===== config.mk =====
export PLATFORM = sky130hd
export DESIGN_NAME = mem_access_ctrl_flat
export DESIGN_NICKNAME = d
export VERILOG_FILES = /design/src/rtl/mem_access_ctrl_if.sv /design/src/rtl/mem_access_ctrl.sv /design/src/flat_wrapper.sv
export SDC_FILE = /design/constraint.sdc
export NUM_CORES = 1
export LEC_CHECK = 0
export ABC_AREA = 1
export BUFFER_PORTS_ARGS = -buffer_cell sky130_fd_sc_hd__buf_4
export CAP_MARGIN = 20
export CORE_ASPECT_RATIO = 1.25
export CORE_MARGIN = 1
export CORE_UTILIZATION = 55
export CTS_BUF_LIST = sky130_fd_sc_hd__clkbuf_2 sky130_fd_sc_hd__clkbuf_4 sky130_fd_sc_hd__clkbuf_8
export CTS_CLUSTER_DIAMETER = 100
export DETAILED_ROUTE_END_ITERATION = 10
export GPL_ROUTABILITY_DRIVEN = 0
export HOLD_SLACK_MARGIN = 0.08
export PLACE_DENSITY = 0.95
export SLEW_MARGIN = 20
export SYNTH_ARGS = -nofsm -noshare
export SYNTH_HDL_FRONTEND = slang
export SYNTH_SLANG_ARGS = --single-unit

===== constraint.sdc =====
create_clock -name clk -period 6.2 [get_ports clk]
set_input_delay 1.24 -clock clk [delete_from_list [all_inputs] [get_ports clk]]
set_output_delay 1.24 -clock clk [all_outputs]
set_load 0.01 [all_outputs]

===== src/rtl/mem_access_ctrl_if.sv =====
// Data-memory bus between the MEM-stage access controller (master) and memory (slave).
//
// Handshake: the master raises mem_req together with mem_we/mem_addr/mem_wdata/mem_be and
// holds all of them stable until the slave answers with a single-cycle mem_ack (mem_rdata
// valid in that same cycle) or until the master gives up on a timeout. An ack seen while
// mem_req is low is meaningless and is ignored by the master.
interface mem_access_ctrl_if;
   logic        mem_req;
   logic        mem_we;
   logic [31:0] mem_addr;
   logic [31:0] mem_wdata;
   logic [3:0]  mem_be;
   logic        mem_ack;
   logic [31:0] mem_rdata;

   modport master (
      output mem_req, mem_we, mem_addr, mem_wdata, mem_be,
      input  mem_ack, mem_rdata
   );

   modport slave (
      input  mem_req, mem_we, mem_addr, mem_wdata, mem_be,
      output mem_ack, mem_rdata
   );
endinterface


===== src/rtl/mem_access_ctrl.sv =====
// MEM-stage data-memory access sequencer: one req/ack transaction per load/store, byte-lane
// formatting for stores, sign/zero extension for loads, and a pipeline stall while in flight.
module mem_access_ctrl #(
   parameter int TIMEOUT_CYCLES = 16
) (
   input  logic                    clk,
   input  logic                    reset,
   input  logic                    MemReadM,
   input  logic                    MemWriteM,
   input  logic [2:0]              funct3M,
   input  logic [31:0]             ALUResultM,
   input  logic [31:0]             WriteDataM,
   mem_access_ctrl_if.master       bus,
   output logic [31:0]             ReadDataM,
   output logic                    StallM,
   output logic                    bus_err,
   output logic                    align_err,
   output logic [1:0]              o_state
);

   localparam int CW = $clog2(TIMEOUT_CYCLES + 1);

   typedef enum logic [1:0] {
      S_IDLE = 2'd0,
      S_BUSY = 2'd1,
      S_DONE = 2'd2
   } state_t;

   state_t       r_state;
   logic [CW-1:0] r_cnt;
   logic         r_req;
   logic         r_we;
   logic [31:0]  r_addr;
   logic [31:0]  r_wdata;
   logic [3:0]   r_be;
   logic [2:0]   r_f3;
   logic [1:0]   r_alo;
   logic [31:0]  r_rdata;
   logic         r_bus_err;
   logic         r_align_err;

   logic         w_access;
   logic         w_bad;
   logic [3:0]   w_be;
   logic [31:0]  w_wdata;
   logic [7:0]   w_byte;
   logic [15:0]  w_half;
   logic [31:0]  w_load_ext;

   assign w_access = MemReadM | MemWriteM;

   // Legality of the current MEM-stage access: funct3 must name a size valid for the
   // direction, and halfword/word addresses must be naturally aligned.
   always_comb begin
      w_bad = 1'b1;
      case (funct3M)
         3'b000:  w_bad = 1'b0;
         3'b001:  w_bad = ALUResultM[0];
         3'b010:  w_bad = (ALUResultM[1:0] != 2'b00);
         3'b100:  w_bad = MemWriteM;
         3'b101:  w_bad = MemWriteM | ALUResultM[0];
         default: w_bad = 1'b1;
      endcase
   end

   // Store lane formatting: replicate the narrow datum across the word, enable only its lanes.
   // Loads always fetch the whole word.
   always_comb begin
      w_be    = 4'b1111;
      w_wdata = WriteDataM;
      if (!MemReadM) begin
         case (funct3M[1:0])
            2'b00: begin
               w_be    = 4'b0001 << ALUResultM[1:0];
               w_wdata = {4{WriteDataM[7:0]}};
            end
            2'b01: begin
               w_be    = ALUResultM[1] ? 4'b1100 : 4'b0011;
               w_wdata = {2{WriteDataM[15:0]}};
            end
            default: begin
               w_be    = 4'b1111;
               w_wdata = WriteDataM;
            end
         endcase
      end
   end

   // Load extraction from the returned word using the size/offset latched at issue time.
   always_comb begin
      w_byte     = bus.mem_rdata[8*r_alo +: 8];
      w_half     = bus.mem_rdata[16*r_alo[1] +: 16];
      w_load_ext = bus.mem_rdata;
      case (r_f3)
         3'b000:  w_load_ext = {{24{w_byte[7]}}, w_byte};
         3'b001:  w_load_ext = {{16{w_half[15]}}, w_half};
         3'b100:  w_load_ext = {24'd0, w_byte};
         3'b101:  w_load_ext = {16'd0, w_half};
         default: w_load_ext = bus.mem_rdata;
      endcase
   end

   // Transaction FSM: IDLE issues or rejects, BUSY waits for ack or timeout, DONE lets the
   // instruction retire for one unstalled cycle.
   always_ff @(posedge clk or posedge reset) begin
      if (reset) begin
         r_state     <= S_IDLE;
         r_cnt       <= '0;
         r_req       <= 1'b0;
         r_we        <= 1'b0;
         r_addr      <= 32'd0;
         r_wdata     <= 32'd0;
         r_be        <= 4'd0;
         r_f3        <= 3'd0;
         r_alo       <= 2'd0;
         r_rdata     <= 32'd0;
         r_bus_err   <= 1'b0;
         r_align_err <= 1'b0;
      end else begin
         r_bus_err   <= 1'b0;
         r_align_err <= 1'b0;
         case (r_state)
            S_IDLE: begin
               if (w_access) begin
                  if (w_bad) begin
                     r_align_err <= 1'b1;
                     r_rdata     <= 32'd0;
                     r_state     <= S_DONE;
                  end else begin
                     r_req   <= 1'b1;
                     r_we    <= MemWriteM;
                     r_addr  <= {ALUResultM[31:2], 2'b00};
                     r_wdata <= w_wdata;
                     r_be    <= w_be;
                     r_f3    <= funct3M;
                     r_alo   <= ALUResultM[1:0];
                     r_cnt   <= '0;
                     r_state <= S_BUSY;
                  end
               end
            end
            S_BUSY: begin
               // An ack arriving on the last allowed cycle still counts as success.
               if (bus.mem_ack) begin
                  r_req <= 1'b0;
                  if (!r_we) begin
                     r_rdata <= w_load_ext;
                  end
                  r_state <= S_DONE;
               end else if (r_cnt == CW'(TIMEOUT_CYCLES - 1)) begin
                  r_req     <= 1'b0;
                  r_bus_err <= 1'b1;
                  r_rdata   <= 32'd0;
                  r_state   <= S_DONE;
               end else begin
                  r_cnt <= r_cnt + 1'b1;
               end
            end
            S_DONE: begin
               r_state <= S_IDLE;
            end
            default: begin
               r_state <= S_IDLE;
            end
         endcase
      end
   end

   assign StallM        = ((r_state == S_IDLE) & w_access) | (r_state == S_BUSY);
   assign bus.mem_req   = r_req;
   assign bus.mem_we    = r_we;
   assign bus.mem_addr  = r_addr;
   assign bus.mem_wdata = r_wdata;
   assign bus.mem_be    = r_be;
   assign ReadDataM     = r_rdata;
   assign bus_err       = r_bus_err;
   assign align_err     = r_align_err;
   assign o_state       = r_state;

endmodule


===== src/flat_wrapper.sv =====
// flat-port wrapper written by rule: the top's interface ports become plain ports
module mem_access_ctrl_flat 
#(
   parameter int TIMEOUT_CYCLES = 16
)
  (clk, reset, MemReadM, MemWriteM, funct3M, ALUResultM, WriteDataM, ReadDataM, StallM, bus_err, align_err, o_state, bus_mem_req, bus_mem_we, bus_mem_addr, bus_mem_wdata, bus_mem_be, bus_mem_ack, bus_mem_rdata);
  mem_access_ctrl_if bus_i ();
  input  logic clk;
  input  logic reset;
  input  logic MemReadM;
  input  logic MemWriteM;
  input  logic [2:0] funct3M;
  input  logic [31:0] ALUResultM;
  input  logic [31:0] WriteDataM;
  output logic [31:0] ReadDataM;
  output logic StallM;
  output logic bus_err;
  output logic align_err;
  output logic [1:0] o_state;
  output wire logic [$bits(bus_i.mem_req)-1:0] bus_mem_req;
  output wire logic [$bits(bus_i.mem_we)-1:0] bus_mem_we;
  output wire logic [$bits(bus_i.mem_addr)-1:0] bus_mem_addr;
  output wire logic [$bits(bus_i.mem_wdata)-1:0] bus_mem_wdata;
  output wire logic [$bits(bus_i.mem_be)-1:0] bus_mem_be;
  input wire logic [$bits(bus_i.mem_ack)-1:0] bus_mem_ack;
  input wire logic [$bits(bus_i.mem_rdata)-1:0] bus_mem_rdata;
  assign bus_mem_req = bus_i.mem_req;
  assign bus_mem_we = bus_i.mem_we;
  assign bus_mem_addr = bus_i.mem_addr;
  assign bus_mem_wdata = bus_i.mem_wdata;
  assign bus_mem_be = bus_i.mem_be;
  assign bus_i.mem_ack = bus_mem_ack;
  assign bus_i.mem_rdata = bus_mem_rdata;
  mem_access_ctrl #(.TIMEOUT_CYCLES(TIMEOUT_CYCLES)) u_core (.clk(clk), .reset(reset), .MemReadM(MemReadM), .MemWriteM(MemWriteM), .funct3M(funct3M), .ALUResultM(ALUResultM), .WriteDataM(WriteDataM), .bus(bus_i), .ReadDataM(ReadDataM), .StallM(StallM), .bus_err(bus_err), .align_err(align_err), .o_state(o_state));
endmodule

; ---- Word level (Yosys, flattened, before mapping)
; Cells that the tools add are included.
; W data, S select, Z words.
[totals]
inputBits = 104
reg_bits = 114
out_inout_bits = 107
elab_cells = 83
[op_classes]
n_mux = 34
bitwise_logic = 5
eq_ne = 17
n_addsub = 1
reduce_logical = 11
n_shift = 3
[ops]
columns = cell, count
row1 = $mux W32, 6
row2 = $pmux W32 S2, 2
row3 = $pmux W32 S4, 1
row4 = $shiftx A32 B6 Y16, 1
row5 = $shiftx A32 B6 Y8, 1
row6 = $mux W5, 4
row7 = $eq A3 B3 Y1 const B, 4
row8 = $mux W1, 10
row9 = $pmux W5 S2, 1
row10 = $reduce_and A5 Y1, 2
row11 = $mux W2, 4
row12 = $mux W4, 2
row13 = $pmux W4 S2, 1
row14 = $eq A3 B1 Y1 const B, 2
row15 = $logic_not A3 Y1, 2
row16 = $ne A2 B2 Y1 const B, 3
row17 = $add A5 B1 Y5 const B, 1
row18 = $eq A5 B4 Y1 const B, 1
row19 = $pmux W1 S5, 1
row20 = $eq A2 B1 Y1 const B, 2
row21 = $logic_not A2 Y1, 2
row22 = $ne A2 B1 Y1 const B, 2
row23 = $pmux W2 S2, 1
row24 = $reduce_and A4 Y1, 1
row25 = other kinds (11), 14

; ---- Logic depth before layout (Yosys ltp)
[logic_depth]
depth_word = 5
depth_mapped = 12
depth_no_buf = 12

; ---- Worst setup path before layout
; No wires, ideal clock.
[synth_timing]
path_type = input -> output
startpoint = input port MemWriteM
endpoint = output port StallM
setup_slack_ps = 3478
t_required_ps = 4960
arrival_ps = 1482
n_path_buf = 0
cell_stages = 2
cell_sequence = nor2_1 -> a21oi_1
[synth_between]
elab_chain_len = 3
[synth_rtl]
columns = element, line_no
row1 = "start, declared", flat_wrapper.sv:11  ; input logic MemWriteM;
row2 = $or A1 B1 Y1, mem_access_ctrl.sv:50  ; assign w_access = MemReadM | MemWriteM;
row3 = $and A1 B1 Y1, mem_access_ctrl.sv:169  ; assign StallM = ((r_state == S_IDLE) & w_access) | (r_state == S_BUSY);
row4 = $or A1 B1 Y1, mem_access_ctrl.sv:169
row5 = "end, declared", flat_wrapper.sv:16  ; output logic StallM;
; Every way passes these cells.

; ---- Worst setup path after layout
[layout_timing]
startpoint = input port bus_mem_ack
endpoint = register u_core.r_rdata[2] (netlist: u_core.ReadDataM[2])
[layout_between]
elab_chain_len = 2
word_cells_on_any_way = 5
classes_between = eq/ne (2) / mux (2) / reduce/logical (1)
[layout_rtl]
columns = element, line_no
row1 = "start, declared", flat_wrapper.sv:25  ; input wire logic [$bits(bus_i.mem_ack)-1:0] bus_mem_ack;
row2 = $ne A3 B3 Y1 (no line) (tied with other cells), n/a
row3 = $reduce_and A5 Y1 (no line) / $pmux W32 S2 (equally long branches), n/a
row4 = "end signal, assigned", mem_access_ctrl.sv:147  ; r_rdata <= w_load_ext;
row5 = "end, declared", mem_access_ctrl.sv:38  ; logic [31:0] r_rdata;
; Parallel ways exist; a longest one is shown, timed or not.
; A chain may end at the register's enable or synchronous reset.

==> flow_metrics.env <==
export IMPL_status="finished, final reports clean"
export IMPL_routed_via_density=5.39
export IMPL_finalHoldViolCount=0
export IMPL_drv_cap=0
export IMPL_synthCells=746
export IMPL_cts_setup_buffers=0
export IMPL_grt_pass1_wl_um=26400
export IMPL_power_mw=3.44
export IMPL_intPower_mw=2.11
export IMPL_path_clk_slew_ns=0.06
export IMPL_wl_um=16500
export IMPL_fin_crit_ns=3.68
export IMPL_final_common_cell="nand2_1"
export IMPL_final_layout_size_suffix_gt1_share_pct=27.0
export IMPL_final_period_utilization_pct=59.3
export IMPL_skew_ns=0.0137
export IMPL_rows=40
export IMPL_p_comb_share_pct=40.6
export IMPL_cts_htree_levels=4
export IMPL_slew_headroom_pct=40.8
export IMPL_drc=0
export IMPL_cts_buffers=17
export IMPL_netlist_area_mm2=0.00560
export IMPL_die_w_um=92.3
export IMPL_ys_ff_latch=114
export IMPL_power_leakage_nw=4.32
export IMPL_tightest_slew_ns=0.886
export IMPL_fin_nets=1044
export IMPL_grt_pass1_vias=5498
export IMPL_hold_class="flop to flop"
export IMPL_syn2layout_area_growth_pct=35.6
export IMPL_rsz0062_at_grt="false"
export IMPL_overflow=0
export IMPL_n_antenna_cell=0
export IMPL_place_inst=1045
export IMPL_r2r_cells=9
export IMPL_dr_pass1_iters=5
export IMPL_final_setup_viol_count=0
export IMPL_power_density_mw_per_mm2=452
export IMPL_antenna_left=0
export IMPL_io_pins=211
export IMPL_cts_tree="done"
export IMPL_critical_path_class="primary input to flop"
export IMPL_syn_avg_cell_area_um2=7.51
export IMPL_initial_core_util_pct=57.4
export IMPL_vias=5809
export IMPL_cp_data_required_time_ns=6.57
export IMPL_clockRootBuffer="clkbuf_8"
export IMPL_clock_power_share_pct=23.6
export IMPL_die_area_mm2=0.0106
export IMPL_yosysWarnings=0
export IMPL_cts_sinks=114
export IMPL_antenna_found_initial=0
export IMPL_grt_max_degree=77
export IMPL_cts_resized=0
export IMPL_cp_end_kind="flop"
export IMPL_cp_arrival_ns=4.05
export IMPL_setup_tns_ns=0
export IMPL_die_h_um=115
export IMPL_cts_hold_fix_buffers=0
export IMPL_track_usage_pct=32.4
export IMPL_p_seq_share_pct=35.7
export IMPL_synth_cell_types=26
export IMPL_post_drt_wl_per_cell_um=15.3
export IMPL_hpwl_um=11200
export IMPL_worstPathMaxFanout=35
export IMPL_crit_path_start_kind="primary input"
export IMPL_layout_common_cells="nand2_1, buf_4, dfrtp_1"
export IMPL_numPortBuffers=208
export IMPL_rrSetupSlack_ns=2.84
export IMPL_fin_area_mm2=0.00760
export IMPL_postPlaceCellArea_mm2=0.00713
export IMPL_worstSkewPairLatency_ns=0.44
export IMPL_fmax_mhz=272
export IMPL_p_sw_mw=1.33
export IMPL_layout_cells_non_filler=1077
export IMPL_core_mm2=0.00976
export IMPL_drv_slew=0
export IMPL_cts_buffer_depth=2
export IMPL_ys_seq_area_share_pct=50.9
export IMPL_first_iter_violations=446
export IMPL_power_switching_share_pct=38.8
export IMPL_worstHoldPathCells=2
export IMPL_ir_drop_v=0.000297
[power groups by stage]
stage	Clock (mW)	Sequential [mW]	Combinational [mW]
3_5_place_dp	0	1.22	1.38
6_report	0.812	1.23	1.40
5_1_grt	0.847	1.26	1.55
3_3_place_gp	0	1.22	1.34
2_1_floorplan	0	1.30	0.700
4_1_cts	0.815	1.22	1.39
[worst paths after layout]
kind | startpoint | to
worst max-delay path | bus_mem_ack | u_core.ReadDataM[2]$_DFFE_PP0P_
worst min-delay path | u_core.bus.mem_addr[16]$_DFFE_PP0P_ | u_core.bus.mem_addr[16]$_DFFE_PP0P_
worst max register to register | u_core.o_state[0]$_DFFE_PP0P_ | u_core.ReadDataM[2]$_DFFE_PP0P_
worst min register to register | u_core.bus.mem_addr[16]$_DFFE_PP0P_ | u_core.bus.mem_addr[16]$_DFFE_PP0P_
max in group asynchronous | reset | u_core.o_state[1]$_DFFE_PP0P_
min in group asynchronous | reset | u_core.bus.mem_addr[24]$_DFFE_PP0P_
[cell usage after synthesis]
library cell / instances / share of area [%]
conb_1: 1 / 0.067
dfrtp_1: 114 / 51
xor2_1: 1 / 0.16
buf_2: 13 / 1.2
o21ai_1: 1 / 0.089
inv_1: 46 / 3.1
a22oi_1: 1 / 0.13
buf_1: 2 / 0.13
clkbuf_2: 1 / 0.089
a21oi_1: 21 / 1.9
or2_2: 1 / 0.11
nand4_1: 24 / 2.7
nand3_2: 2 / 0.36
ha_1: 2 / 0.45
nand2_2: 3 / 0.33
buf_6: 4 / 0.80
clkinv_1: 1 / 0.067
nand3_1: 52 / 4.6
nor2_2: 1 / 0.11
inv_2: 3 / 0.20
o21ai_0: 60 / 5.4
buf_4: 8 / 1.1
nor2_1: 39 / 2.6
clkbuf_1: 11 / 0.74
nor2_4: 3 / 0.60
nand2_1: 331 / 22
[per-layer routing]
metal / track usage (%) / share of wire [%] / up-vias
li1: - / - / 2739
met5: 0 / 0 / -
met2: 55.0 / 50 / 318
met3: 10.2 / 10 / 45
met4: 14.5 / 3.0 / 0
met1: 37.9 / 37 / 2707
[registers in the layout (all words and copies together) (netlist names)]
name and cells:
u_core.ReadDataM 32, u_core.align_err 1, u_core.bus.mem_addr 30, u_core.bus.mem_be 4
u_core.bus.mem_req 1, u_core.bus.mem_wdata 32, u_core.bus.mem_we 1, u_core.bus_err 1
u_core.o_state 2, u_core.r_alo 2, u_core.r_cnt 5, u_core.r_f3 3
[area by class of cell]
class                           count  area, um^2
Sequential cell                   114        2850
Multi-Input combinational cell    544        2340
Fill cell                         684        2160
Timing Repair Buffer              211        1580
Clock buffer                       24         324
Inverter                           50         190
Tap cell                          126         158
Clock inverter                      8         146
[kinds of logic after synthesis]
| group | share of synthesized area [%] |
|---|---|
| simple gates | 33.6 |
| flops | 50.9 |
| buf+inv | 7.35 |
| compound gates | 7.46 |
| fa+ha+maj | 0.446 |
| xor+xnor | 0.156 |
| other cells | 0.0669 |
[worst max-delay path, stage by stage]
cell	delay [ns]
buf_4	0.12
nand2_1	0.64
nor2_1	0.14
nor2_2	0.73
nand2_2	0.62
inv_1	0.37
nand2_1	0.10
nand2_1	0.07
[per-stage QoR]
step / util, % / hold slack [ns] / worst slack (ns)
finish: 77.9 / 0.473 / 2.52
global route: 77.9 / 0.489 / 2.28
CTS: 77.9 / 0.476 / 2.68
detailed placement: 73.0 / 0.460 / 2.22
global placement: 73.0 / 0.455 / 2.31
floorplan: - / 0.453 / 1.94
(Power assumes the default switching activity.)
